### src/rtl/softmax_exp_sequencer_pkg.sv
// Shared softmax types: sequencer state, default datapath widths and the
// saturating difference used to form exp arguments.
package softmax_exp_sequencer_pkg;

    typedef enum logic [1:0] {
        ST_LOAD  = 2'd0,
        ST_ISSUE = 2'd1,
        ST_WAIT  = 2'd2,
        ST_DRAIN = 2'd3
    } seq_state_e;

    localparam int DEF_INPUT_WIDTH     = 33;
    localparam int DEF_INPUT_FRAC_BITS = 16;
    localparam int DEF_EXP_WIDTH       = 16;
    localparam int SAT_W               = 64;

    // Operands arrive sign-extended from w <= SAT_W-1 bits, so the 64-bit
    // difference is exact; the result is clamped to the signed w-bit range.
    function automatic logic signed [SAT_W-1:0] sat_sub(
        input logic signed [SAT_W-1:0] a,
        input logic signed [SAT_W-1:0] b,
        input int                      w
    );
        logic signed [SAT_W-1:0] diff;
        logic signed [SAT_W-1:0] hi;
        logic signed [SAT_W-1:0] lo;
        diff = a - b;
        hi   = (64'sd1 <<< (w - 1)) - 64'sd1;
        lo   = -hi - 64'sd1;
        if (diff < lo) return lo;
        if (diff > hi) return hi;
        return diff;
    endfunction

endpackage

### src/rtl/softmax_exp_sequencer_vec_buffer.sv
// softmax_vec_buffer: score and exp register arrays with independent write
// ports and indexed reads. Contents are not reset.
module softmax_vec_buffer #(
    parameter int DEPTH = 8,
    parameter int SW    = 33,
    parameter int EW    = 16,
    parameter int IDXW  = 3
) (
    input  logic            clk,
    input  logic            score_we_i,
    input  logic [IDXW-1:0] score_waddr_i,
    input  logic [SW-1:0]   score_wdata_i,
    input  logic [IDXW-1:0] score_raddr_i,
    output logic [SW-1:0]   score_rdata_o,
    input  logic            exp_we_i,
    input  logic [IDXW-1:0] exp_waddr_i,
    input  logic [EW-1:0]   exp_wdata_i,
    input  logic [IDXW-1:0] exp_raddr_i,
    output logic [EW-1:0]   exp_rdata_o
);

    logic [DEPTH-1:0][SW-1:0] score_mem_q;
    logic [DEPTH-1:0][EW-1:0] exp_mem_q;

    always_ff @(posedge clk) begin
        if (score_we_i) score_mem_q[score_waddr_i] <= score_wdata_i;
        if (exp_we_i)   exp_mem_q[exp_waddr_i]     <= exp_wdata_i;
    end

    // Look-ahead addresses may run one past the end; those reads are unused.
    assign score_rdata_o = (32'(score_raddr_i) < DEPTH) ? score_mem_q[score_raddr_i] : '0;
    assign exp_rdata_o   = (32'(exp_raddr_i) < DEPTH)   ? exp_mem_q[exp_raddr_i]     : '0;

endmodule

### src/rtl/softmax_exp_sequencer.sv
// Softmax exp sequencer: buffers a score vector, tracks its max, drives the exp
// unit once per element and streams exp values plus their sum downstream.
// Optional WAIT watchdog: define SOFTMAX_EXP_TIMEOUT_EN.
module softmax_exp_sequencer
    import softmax_exp_sequencer_pkg::*;
#(
    parameter int VEC_LEN         = 8,
    parameter int INPUT_WIDTH     = DEF_INPUT_WIDTH,
    parameter int INPUT_FRAC_BITS = DEF_INPUT_FRAC_BITS,
    parameter int EXP_WIDTH       = DEF_EXP_WIDTH,
    parameter int SUM_WIDTH       = EXP_WIDTH + $clog2(VEC_LEN),
    parameter int TIMEOUT_CYCLES  = 64
) (
    input  logic                   clk,
    input  logic                   rst,
    input  logic                   in_valid,
    output logic                   in_ready,
    input  logic [INPUT_WIDTH-1:0] in_data,
    input  logic                   in_last,
    output logic                   start_exp,
    output logic [INPUT_WIDTH-1:0] x_out,
    input  logic                   exp_done,
    input  logic [EXP_WIDTH-1:0]   y_in,
    output logic                   out_valid,
    input  logic                   out_ready,
    output logic [EXP_WIDTH-1:0]   out_data,
    output logic                   out_last,
    output logic [SUM_WIDTH-1:0]   sum_out,
    output logic                   sum_valid,
    output logic                   busy,
    output logic                   err_timeout
);

    localparam int IDXW = (VEC_LEN > 1) ? $clog2(VEC_LEN) : 1;
    localparam int CNTW = $clog2(VEC_LEN + 1);
    localparam int SUMX = SUM_WIDTH + 1;

    generate
        if (VEC_LEN < 2 || INPUT_WIDTH > SAT_W - 1 || INPUT_FRAC_BITS >= INPUT_WIDTH ||
            TIMEOUT_CYCLES < 1 || SUM_WIDTH < EXP_WIDTH) begin : g_bad_cfg
            $error("softmax_exp_sequencer: illegal parameter set");
        end
    endgenerate

    seq_state_e                    state_q;
    logic [CNTW-1:0]               cnt_q, i_q, j_q;
    logic signed [INPUT_WIDTH-1:0] max_q;
    logic [SUM_WIDTH-1:0]          sum_q;
    logic [INPUT_WIDTH-1:0]        x_q;
    logic                          start_q, in_ready_q, busy_q;
    logic                          out_valid_q, out_last_q, sum_valid_q;
    logic [EXP_WIDTH-1:0]          out_data_q;

    logic                          in_fire, load_last, step, timed_out;
    logic signed [INPUT_WIDTH-1:0] max_d, issue_score, issue_max;
    logic [INPUT_WIDTH-1:0]        x_d, score_rd;
    logic [EXP_WIDTH-1:0]          y_clamp, step_val, exp_rd, first_exp;
    logic [SUMX-1:0]               sum_ext;
    logic [SUM_WIDTH-1:0]          sum_d;
    logic [CNTW-1:0]               i_nxt, j_nxt, last_idx;
    logic [IDXW-1:0]               score_raddr, exp_raddr;

`ifdef SOFTMAX_EXP_TIMEOUT_EN
    localparam int TOW = $clog2(TIMEOUT_CYCLES + 1);
    logic [TOW-1:0] wait_cnt_q;
    logic           err_q;
    assign timed_out   = (state_q == ST_WAIT) && !exp_done &&
                         (wait_cnt_q == TOW'(TIMEOUT_CYCLES - 1));
    assign err_timeout = err_q;
`else
    assign timed_out   = 1'b0;
    assign err_timeout = 1'b0;
`endif

    assign in_fire   = in_valid && in_ready_q;
    assign load_last = in_fire && (in_last || cnt_q == CNTW'(VEC_LEN - 1));
    assign max_d     = (cnt_q == '0 || $signed(in_data) > max_q) ? $signed(in_data) : max_q;
    assign i_nxt     = i_q + CNTW'(1);
    assign j_nxt     = j_q + CNTW'(1);
    assign last_idx  = cnt_q - CNTW'(1);

    // The exp argument is formed one cycle early so it is registered together
    // with start_exp; on LOAD exit the first score/max may still be in flight.
    assign score_raddr = (state_q == ST_LOAD) ? '0 : IDXW'(i_nxt);
    assign issue_score = (state_q == ST_LOAD && cnt_q == '0) ? $signed(in_data) : $signed(score_rd);
    assign issue_max   = (state_q == ST_LOAD) ? max_d : max_q;
    assign x_d         = INPUT_WIDTH'(sat_sub(SAT_W'(issue_score), SAT_W'(issue_max), INPUT_WIDTH));

    assign step     = (state_q == ST_WAIT) && (exp_done || timed_out);
    assign y_clamp  = y_in[EXP_WIDTH-1] ? '0 : y_in;
    assign step_val = timed_out ? '0 : y_clamp;
    assign sum_ext  = {1'b0, sum_q} + SUMX'(step_val);
    assign sum_d    = sum_ext[SUM_WIDTH] ? '1 : sum_ext[SUM_WIDTH-1:0];

    // In WAIT the exp read port points at element 0 to prime the first output
    // beat; a single-element vector bypasses the value being written.
    assign exp_raddr = (state_q == ST_WAIT) ? '0 : IDXW'(j_nxt);
    assign first_exp = (i_q == '0) ? step_val : exp_rd;

    softmax_vec_buffer #(
        .DEPTH (VEC_LEN),
        .SW    (INPUT_WIDTH),
        .EW    (EXP_WIDTH),
        .IDXW  (IDXW)
    ) u_buf (
        .clk           (clk),
        .score_we_i    (in_fire),
        .score_waddr_i (IDXW'(cnt_q)),
        .score_wdata_i (in_data),
        .score_raddr_i (score_raddr),
        .score_rdata_o (score_rd),
        .exp_we_i      (step),
        .exp_waddr_i   (IDXW'(i_q)),
        .exp_wdata_i   (step_val),
        .exp_raddr_i   (exp_raddr),
        .exp_rdata_o   (exp_rd)
    );

    always_ff @(posedge clk or posedge rst) begin
        if (rst) begin
            state_q     <= ST_LOAD;
            cnt_q       <= '0;
            i_q         <= '0;
            j_q         <= '0;
            max_q       <= '0;
            sum_q       <= '0;
            x_q         <= '0;
            start_q     <= 1'b0;
            in_ready_q  <= 1'b1;
            busy_q      <= 1'b0;
            out_valid_q <= 1'b0;
            out_last_q  <= 1'b0;
            out_data_q  <= '0;
            sum_valid_q <= 1'b0;
`ifdef SOFTMAX_EXP_TIMEOUT_EN
            wait_cnt_q  <= '0;
            err_q       <= 1'b0;
`endif
        end else begin
            start_q <= 1'b0;
            case (state_q)
                ST_LOAD: begin
                    if (in_fire) begin
                        max_q <= max_d;
                        cnt_q <= cnt_q + CNTW'(1);
                        if (load_last) begin
                            state_q    <= ST_ISSUE;
                            in_ready_q <= 1'b0;
                            busy_q     <= 1'b1;
                            i_q        <= '0;
                            sum_q      <= '0;
                            start_q    <= 1'b1;
                            x_q        <= x_d;
                        end
                    end
                end
                ST_ISSUE: begin
                    state_q <= ST_WAIT;
`ifdef SOFTMAX_EXP_TIMEOUT_EN
                    wait_cnt_q <= '0;
`endif
                end
                ST_WAIT: begin
                    if (step) begin
                        sum_q <= sum_d;
                        i_q   <= i_nxt;
                        if (i_nxt < cnt_q) begin
                            state_q <= ST_ISSUE;
                            start_q <= 1'b1;
                            x_q     <= x_d;
                        end else begin
                            state_q     <= ST_DRAIN;
                            j_q         <= '0;
                            out_valid_q <= 1'b1;
                            out_data_q  <= first_exp;
                            out_last_q  <= (cnt_q == CNTW'(1));
                            sum_valid_q <= 1'b1;
                        end
                    end
`ifdef SOFTMAX_EXP_TIMEOUT_EN
                    if (timed_out) err_q <= 1'b1;
                    if (!step) wait_cnt_q <= wait_cnt_q + TOW'(1);
`endif
                end
                ST_DRAIN: begin
                    if (out_ready) begin
                        if (out_last_q) begin
                            state_q     <= ST_LOAD;
                            out_valid_q <= 1'b0;
                            out_last_q  <= 1'b0;
                            sum_valid_q <= 1'b0;
                            in_ready_q  <= 1'b1;
                            busy_q      <= 1'b0;
                            cnt_q       <= '0;
                        end else begin
                            j_q        <= j_nxt;
                            out_data_q <= exp_rd;
                            out_last_q <= (j_nxt == last_idx);
                        end
                    end
                end
                default: state_q <= ST_LOAD;
            endcase
        end
    end

    assign in_ready  = in_ready_q;
    assign start_exp = start_q;
    assign x_out     = x_q;
    assign out_valid = out_valid_q;
    assign out_data  = out_data_q;
    assign out_last  = out_last_q;
    assign sum_out   = sum_q;
    assign sum_valid = sum_valid_q;
    assign busy      = busy_q;

endmodule

### config.mk
export PLATFORM = sky130hd
export DESIGN_NAME = softmax_exp_sequencer
export DESIGN_NICKNAME = d
export VERILOG_FILES = /design/src/rtl/softmax_exp_sequencer_pkg.sv /design/src/rtl/softmax_exp_sequencer_vec_buffer.sv /design/src/rtl/softmax_exp_sequencer.sv
export SDC_FILE = /design/constraint.sdc
export NUM_CORES = 1
export LEC_CHECK = 0
export CAP_MARGIN = 25
export CORE_MARGIN = 10
export CORE_UTILIZATION = 54
export CTS_CLUSTER_SIZE = 25
export DETAILED_ROUTE_END_ITERATION = 16
export HOLD_SLACK_MARGIN = 0.15
export PLACE_DENSITY = 0.76
export SLEW_MARGIN = 5
export SYNTH_ARGS = -nofsm -noshare
export SYNTH_HDL_FRONTEND = slang
export SYNTH_SLANG_ARGS = --single-unit
### constraint.sdc
create_clock -name clk -period 5.25 [get_ports clk]
set_clock_uncertainty 0.2 [all_clocks]
set_input_delay 0.525 -clock clk [delete_from_list [all_inputs] [get_ports clk]]
set_output_delay 0.525 -clock clk [all_outputs]
set_load 0.02 [all_outputs]
### Word level (Yosys, flattened, before mapping)

Cells that the tools add are included.
W data, S select, Z words.

* bits in registers: 512
* memories: 0
* bits in writable memories: 0
* word-level logic and storage cells: 164
* bits in latches: 0
* output and inout port bits: 75
* ROM bits: 0
* bits of input ports: 55

* magnitude comparators: 10
* div/mod/pow operators: 0
* eq/ne operators: 14
* reduce and logical (&&, ||, !) cells: 23
* add/subtract/negate cells: 6
* shifts and indexed selects: 0
* muxes and demuxes: 82
* bitwise gates (word level): 0
* multipliers: 0

Operator list (number)
* $mux W33: 13
* $bwmux W264: 1
* $bwmux W128: 1
* $mux W16: 7
* $bmux W33 S3: 1
* $demux W33 S3: 1
* $mux W19: 4
* $pmux W33 S2: 1
* $bmux W16 S3: 1
* $demux W16 S3: 1
* $mux W4: 10
* $pmux W19 S2: 1
* $gt A34 B33 Y1 const B: 1
* $lt A34 B33 Y1 const B: 1
* $sub A33 B33 Y34: 1
* $gt A33 B33 Y1: 1
* $pmux W16 S2: 1
* $reduce_and A5 Y1: 5
* $pmux W4 S2: 3
* $mux W1: 21
* $add A19 B15 Y20: 1
* $lt A3 B4 Y1 const B: 4
* $mux W15: 1
* $ne A2 B2 Y1 const B: 7
* other kinds (21): 46

### Longest topological paths before layout

* depth in word-level cells: 14
* depth in mapped cells: 25
* mapped depth without buffers: 23

### Cells and area by module

From an unflattened synthesis, not the netlist that was laid out.

* cell total of the unflattened synthesis: 1589
* area total of the unflattened synthesis: 24158.2 um^2

By module, submodules not included
* softmax_vec_buffer: area each 14818.0 um^2, sequential area each 11771.3 um^2, instances 1, cells each 592
* softmax_exp_sequencer: area each 9340.2 um^2, sequential area each 3004.1 um^2, instances 1, cells each 997

### Worst setup path before layout

Ideal clock, no wire load.

* kind: in2reg
* start: input in_data[18]
* end: register x_q[31], in the netlist x_out[31]
* library setup time: 0.127 ns
* buffers on the path: 4
* cell stages on the path: 24
* path slack: 0.087 ns
* data required time: 4.923 ns
* arrival: 4.836 ns
* cells stage by stage: ha_1 nand4_1 nor4_1 nor2b_1 a21oi_1 nand2_1 o21ai_0 a31oi_1 and2_1 clkbuf_1 buf_2 mux2i_1 ha_1 buf_6 a211o_1 a21oi_2 a221oi_1 a211o_1 a2111oi_4 nor3_2 a2bb2oi_2 buf_6 nor4_2 a21oi_1

* longest elaborated chain between the ends: 13
* elaborated cells on any way between the ends: 19
* classes of those cells: add/sub: 1; order compare: 3; mux: 14; reduce/logical: 1

RTL lines
* from (decl): RTL line softmax_exp_sequencer.sv:18 `input logic [INPUT_WIDTH-1:0] in_data,`
* $gt A33 B33 Y1: RTL line softmax_exp_sequencer.sv:77 `assign max_d = (cnt_q == '0 || $signed(in_data) > max_q) ? $signed(in_data) : max_q;`
* $logic_or A1 B1 Y1: RTL line softmax_exp_sequencer.sv:77
* $mux W33: RTL line softmax_exp_sequencer.sv:77
* $mux W33: RTL line softmax_exp_sequencer.sv:86 `assign issue_max = (state_q == ST_LOAD) ? max_d : max_q;`
* $sub A33 B33 Y34 *: RTL line softmax_exp_sequencer_pkg.sv:27 `diff = a - b;`
* $gt A34 B33 Y1: RTL line softmax_exp_sequencer_pkg.sv:31 `if (diff > hi) return hi;`
* $mux W1 (2 in a row): RTL line softmax_exp_sequencer_pkg.sv:31
* $mux W33: RTL line softmax_exp_sequencer_pkg.sv:32 `return diff;`
* $mux W33 *: RTL line softmax_exp_sequencer_pkg.sv:31
* $mux W33 (on tied branches): RTL line softmax_exp_sequencer.sv:167, softmax_exp_sequencer.sv:146
* $mux W33 (on tied branches): RTL line softmax_exp_sequencer.sv:164, softmax_exp_sequencer.sv:143
* $pmux W33 S2 *: RTL line softmax_exp_sequencer.sv:141 `case (state_q)`
* to (signal assigned): RTL line softmax_exp_sequencer.sv:127 `x_q <= '0;`
* to (signal assigned): RTL line softmax_exp_sequencer.sv:153 `x_q <= x_d;`
* to (signal assigned): RTL line softmax_exp_sequencer.sv:170 `x_q <= x_d;`
* to (decl): RTL line softmax_exp_sequencer.sv:49 `logic [INPUT_WIDTH-1:0] x_q;`

Mark *: on every way between the ends. The rest lies on a longest branch, timed or not. The select of a mux whose other input is x is not followed.
A chain may end at the register's enable or synchronous reset.

### Worst setup path in the final report

* start: register max_q[10]
* end: register x_q[17], in the netlist x_out[17]

* longest elaborated chain between the ends: 13
* elaborated cells on any way between the ends: 18
* classes of those cells: add/sub: 1; order compare: 3; mux: 13; reduce/logical: 1

RTL lines
* from (decl): RTL line softmax_exp_sequencer.sv:47 `logic signed [INPUT_WIDTH-1:0] max_q;`
* from (signal assigned): RTL line softmax_exp_sequencer.sv:144 `max_q <= max_d;`
* $gt A33 B33 Y1: RTL line softmax_exp_sequencer.sv:77
* $logic_or A1 B1 Y1: RTL line softmax_exp_sequencer.sv:77
* $mux W33: RTL line softmax_exp_sequencer.sv:77
* $mux W33 *: RTL line softmax_exp_sequencer.sv:86
* $sub A33 B33 Y34 *: RTL line softmax_exp_sequencer_pkg.sv:27
* $gt A34 B33 Y1: RTL line softmax_exp_sequencer_pkg.sv:31
* $mux W1 (2 in a row): RTL line softmax_exp_sequencer_pkg.sv:31
* $mux W33: RTL line softmax_exp_sequencer_pkg.sv:32
* $mux W33 *: RTL line softmax_exp_sequencer_pkg.sv:31
* $mux W33 (on tied branches): RTL line softmax_exp_sequencer.sv:167, softmax_exp_sequencer.sv:146
* $mux W33 (on tied branches): RTL line softmax_exp_sequencer.sv:164, softmax_exp_sequencer.sv:143
* $pmux W33 S2 *: RTL line softmax_exp_sequencer.sv:141

Marked as above.

==> impl_metrics.csv <==
group,metric,value,unit
place,dp_hpwl,42600,um
worst_setup_path,max_stage_delay,0.62,ns
global_route,track_usage,23.9,%
yosys,async_flop_share,23.7,%
timing,rsz0062_at_grt,"true",
place,portBuffers,127,
place,placed_cells,2772,
yosys,syn_inst,1924,
floorplan,num_rows,77,
route,drtPass1Iterations,5,
timing,fin_crit_sh,100,%
status,status,"finished, violations left",
cells_and_area,diodes,0,
yosys,syn_area,0.0239,sq mm
timing,setup_ws,-0.00415,ns
yosys,yosysWarnings,0,
clocking,clkSlewWorstSetupHoldPaths,0.06,ns
clocking,clockBufferDepth,3,
place,routabilityCongestion,0.961,
yosys,ys_seq_area_share,60.6,%
timing,hold_viol_final,0,
yosys,syn_avg_cell_area,12.4,sq um
clocking,clk_latency,0.61,ns
yosys,synth_area_leaders,"edfxtp_1 (48%), dfrtp_1 (12%), ha_1 (4.8%)",
status,violations,"setup timing",
global_route,grt_pass1_vias,17800,
global_route,grt_overflow,0,
route,vias,17500,
floorplan,dieWidth,231,um
yosys,yosys.area.top_type_share,48.1,%
yosys,ys.flop_type,"edfxtp_1",
cells_and_area,fin_cells,2886,
timing,fmax,190,MHz
worst_setup_path,startpoint_type,"register",
timing,fin_crit,5.25,ns
clocking,htree_levels,2,
yosys,yosysMostFrequentCell,"edfxtp_1",
global_route,grt_pass1_wl,100000,um
route,viasPerCell,6.06,
yosys,ys_types,73,
timing,setup_viol,2,
cells_and_area,drive_above_1_share,21.9,%
route,drtIter0Drc,2141,
floorplan,coreArea,0.0440,sq mm
floorplan,dieArea,0.0532,sq mm
timing,maxSlewViolCount,0,
cells_and_area,syn_to_final_growth,23.9,%
global_route,grt_start_max_net_pins,91,
clocking,clkSinkCount,503,
floorplan,die_h,231,um
route,wire_per_inst,22.7,um
route,antenna_left,0,
worst_setup_path,cp_cell_sequence,"inv_1 > ha_1 > a21oi_1 > nor2b_1 > o21ai_0 > a21oi_1 > o41ai_1 > a31oi_2 > and2_4 > buf_6 > mux2i_2 > ha_1 > o21ai_2 > a21oi_2 > o31a_1 > a211o_1 > a2111oi_4 > nor3_4 > nor2_2 > a211o_4 > clkbuf_16 > o21ai_1",
route,drc,0,
flow_run,cap_violations,0,
yosys,synth_area_leader_cell,"edfxtp_1",
clocking,cts_tree,"built",
hold_path,hp-class,"primary input to async pin",
clocking,cts_inserted_buffers,52,
yosys,synth_edf_count,384,
cells_and_area,fin_nets,2401,
worst_setup_path,path_class,"register to register",
worst_setup_path,cp_max_fo,11,
worst_setup_path,crit_path_top_delay_cell,"o41ai_1",
timing,worst_pin_slew,1.03,ns
worst_setup_path,arrival,5.54,ns
yosys,synthTopCellsByCount,"edfxtp_1 (384), nand2_1 (210), nor2_1 (124)",
worst_setup_path,path_delay_family,"compound AO/OA/AOI/OAI gates",
yosys,ys_ff_latch,503,
clocking,cts-root-buf,"clkbuf_16",
timing,relSlewSlack,31.2,%
worst_setup_path,end_kind,"register",
worst_setup_path,cp_num_buf_inv,3,
route,wl,65400,um
floorplan,pin_count,130,
worst_setup_path,required,5.54,ns
global_route,grt_antenna_before_repair,1,
floorplan,initial_utilization,54.4,%
final timing paths:
check,slack [ns],cells after the start,end,startpoint
setup / recovery,-0.004,22,x_out[17]$_DFFE_PP0P_,max_q[10]$_DFFE_PP0P_
hold / removal,0.28,2,out_data[5]$_DFFE_PP0P_,rst
setup reg to reg,-0.004,22,x_out[17]$_DFFE_PP0P_,max_q[10]$_DFFE_PP0P_
max in group asynchronous,3.50,3,max_q[6]$_DFFE_PP0P_,rst
min in group clk,0.28,2,busy$_DFFE_PP0P_,busy$_DFFE_PP0P_
hold reg to reg,0.28,2,busy$_DFFE_PP0P_,busy$_DFFE_PP0P_
sequential cells by signal, indices dropped and copies added, names as in the netlist, 2 cells and up:
| signal | flops |
|---|---|
| cnt_q | 4 |
| i_q | 4 |
| j_q | 4 |
| max_q | 33 |
| out_data | 15 |
| state_q | 2 |
| sum_out | 19 |
| u_buf.exp_mem_q | 120 |
| u_buf.score_mem_q | 264 |
| x_out | 33 |
cells by family (layout without fill, tap and decap cells):
kind of cell / after synthesis / after routing / share of synthesized area, %
AND/OR/NAND/NOR: 569 / 569 / 10.9
flip-flops: 503 / 503 / 60.6
AO/OA/AOI/OAI: 396 / 396 / 10.2
buffers and inverters: 171 / 540 / 2.94
multiplexers: 144 / 144 / 8.73
adder cells (fa/ha/maj): 93 / 93 / 4.92
XOR/XNOR: 47 / 47 / 1.72
other: 1 / 2 / 0.0157
per-stage QoR:
stage | setup WS (ns) | TNS, ns | utilization (%) | instance area (sq um) | hold WS (ns)
finish | -0.00415 | -0.00708 | 67.4 | 29700 | 0.278
CTS | 0.0181 | 0 | 66.3 | 29200 | 0.282
global placement | -0.545 | -15.68 | 62.5 | 27500 | 0.264
floorplan | 0.0866 | 0 | - | 24000 | 0.280
global route | -0.209 | -5.67 | 67.4 | 29700 | 0.314
detailed placement | -0.702 | -20.65 | 62.5 | 27500 | 0.267
timing repair:
item	in CTS	in global routing
setup buffers	2	14
gates cloned	0	2
endpoints found under the setup margin	32	33
resized for setup	2	59
hold buffers	0	0
pin swaps	4	28
metal layers:
layer | GRT usage (%) | part of all wire, % | routed length (um)
met5 | 0 | 0 | 0
met4 | 8.37 | 2.9 | 1890
met3 | 4.89 | 9.1 | 5950
met2 | 40.1 | 49 | 32200
met1 | 30.6 | 39 | 25400
layout make-up:
class / instances / area [sq um]
well taps: 592 / 741
flip-flops and latches: 503 / 14500
clock inverters: 40 / 355
repair buffers: 379 / 3360
fillers: 3086 / 14400
inverters: 66 / 253
clock buffers: 55 / 1310
multi-input cells: 1251 / 9130
worst reg2reg max path: stages, from the launching register on:
cell	delay, ns
dfrtp_1	0.35
inv_1	0.05
ha_1	0.29
a21oi_1	0.14
nor2b_1	0.06
o21ai_0	0.15
a21oi_1	0.10
o41ai_1	0.62
a31oi_2	0.20
and2_4	0.21
buf_6	0.14
mux2i_2	0.15
ha_1	0.35
o21ai_2	0.16
a21oi_2	0.06
o31a_1	0.33
a211o_1	0.36
a2111oi_4	0.49
nor3_4	0.09
nor2_2	0.14
a211o_4	0.23
clkbuf_16	0.19
o21ai_1	0.08
cells in the final DEF, fill, tap and decap left out, types with 11 or more instances in the layout:
| master | count |
|---|---|
| a21o_1 | 25 |
| nand2b_1 | 15 |
| xor2_1 | 19 |
| and3_1 | 36 |
| inv_1 | 62 |
| nand3_1 | 94 |
| nor2_1 | 112 |
| buf_12 | 11 |
| clkinv_1 | 12 |
| a21oi_1 | 110 |
| mux2i_1 | 45 |
| o22ai_1 | 20 |
| buf_4 | 234 |
| o221ai_1 | 16 |
| o21ai_0 | 67 |
| clkinv_2 | 11 |
| a31oi_1 | 53 |
| dfrtp_1 | 117 |
| ha_1 | 89 |
| nor2b_1 | 21 |
| o21ai_1 | 19 |
| nand2_1 | 207 |
| clkbuf_16 | 54 |
| edfxtp_1 | 384 |
| mux2_2 | 42 |
| o21ai_2 | 15 |
| mux4_2 | 47 |
| clkdlybuf4s50_1 | 127 |
| xnor2_1 | 27 |
| nand4_1 | 18 |
| o21a_1 | 13 |
Power is not shown: default switching activity piles up to over one toggle a cycle in this logic, so the estimate is an artifact.
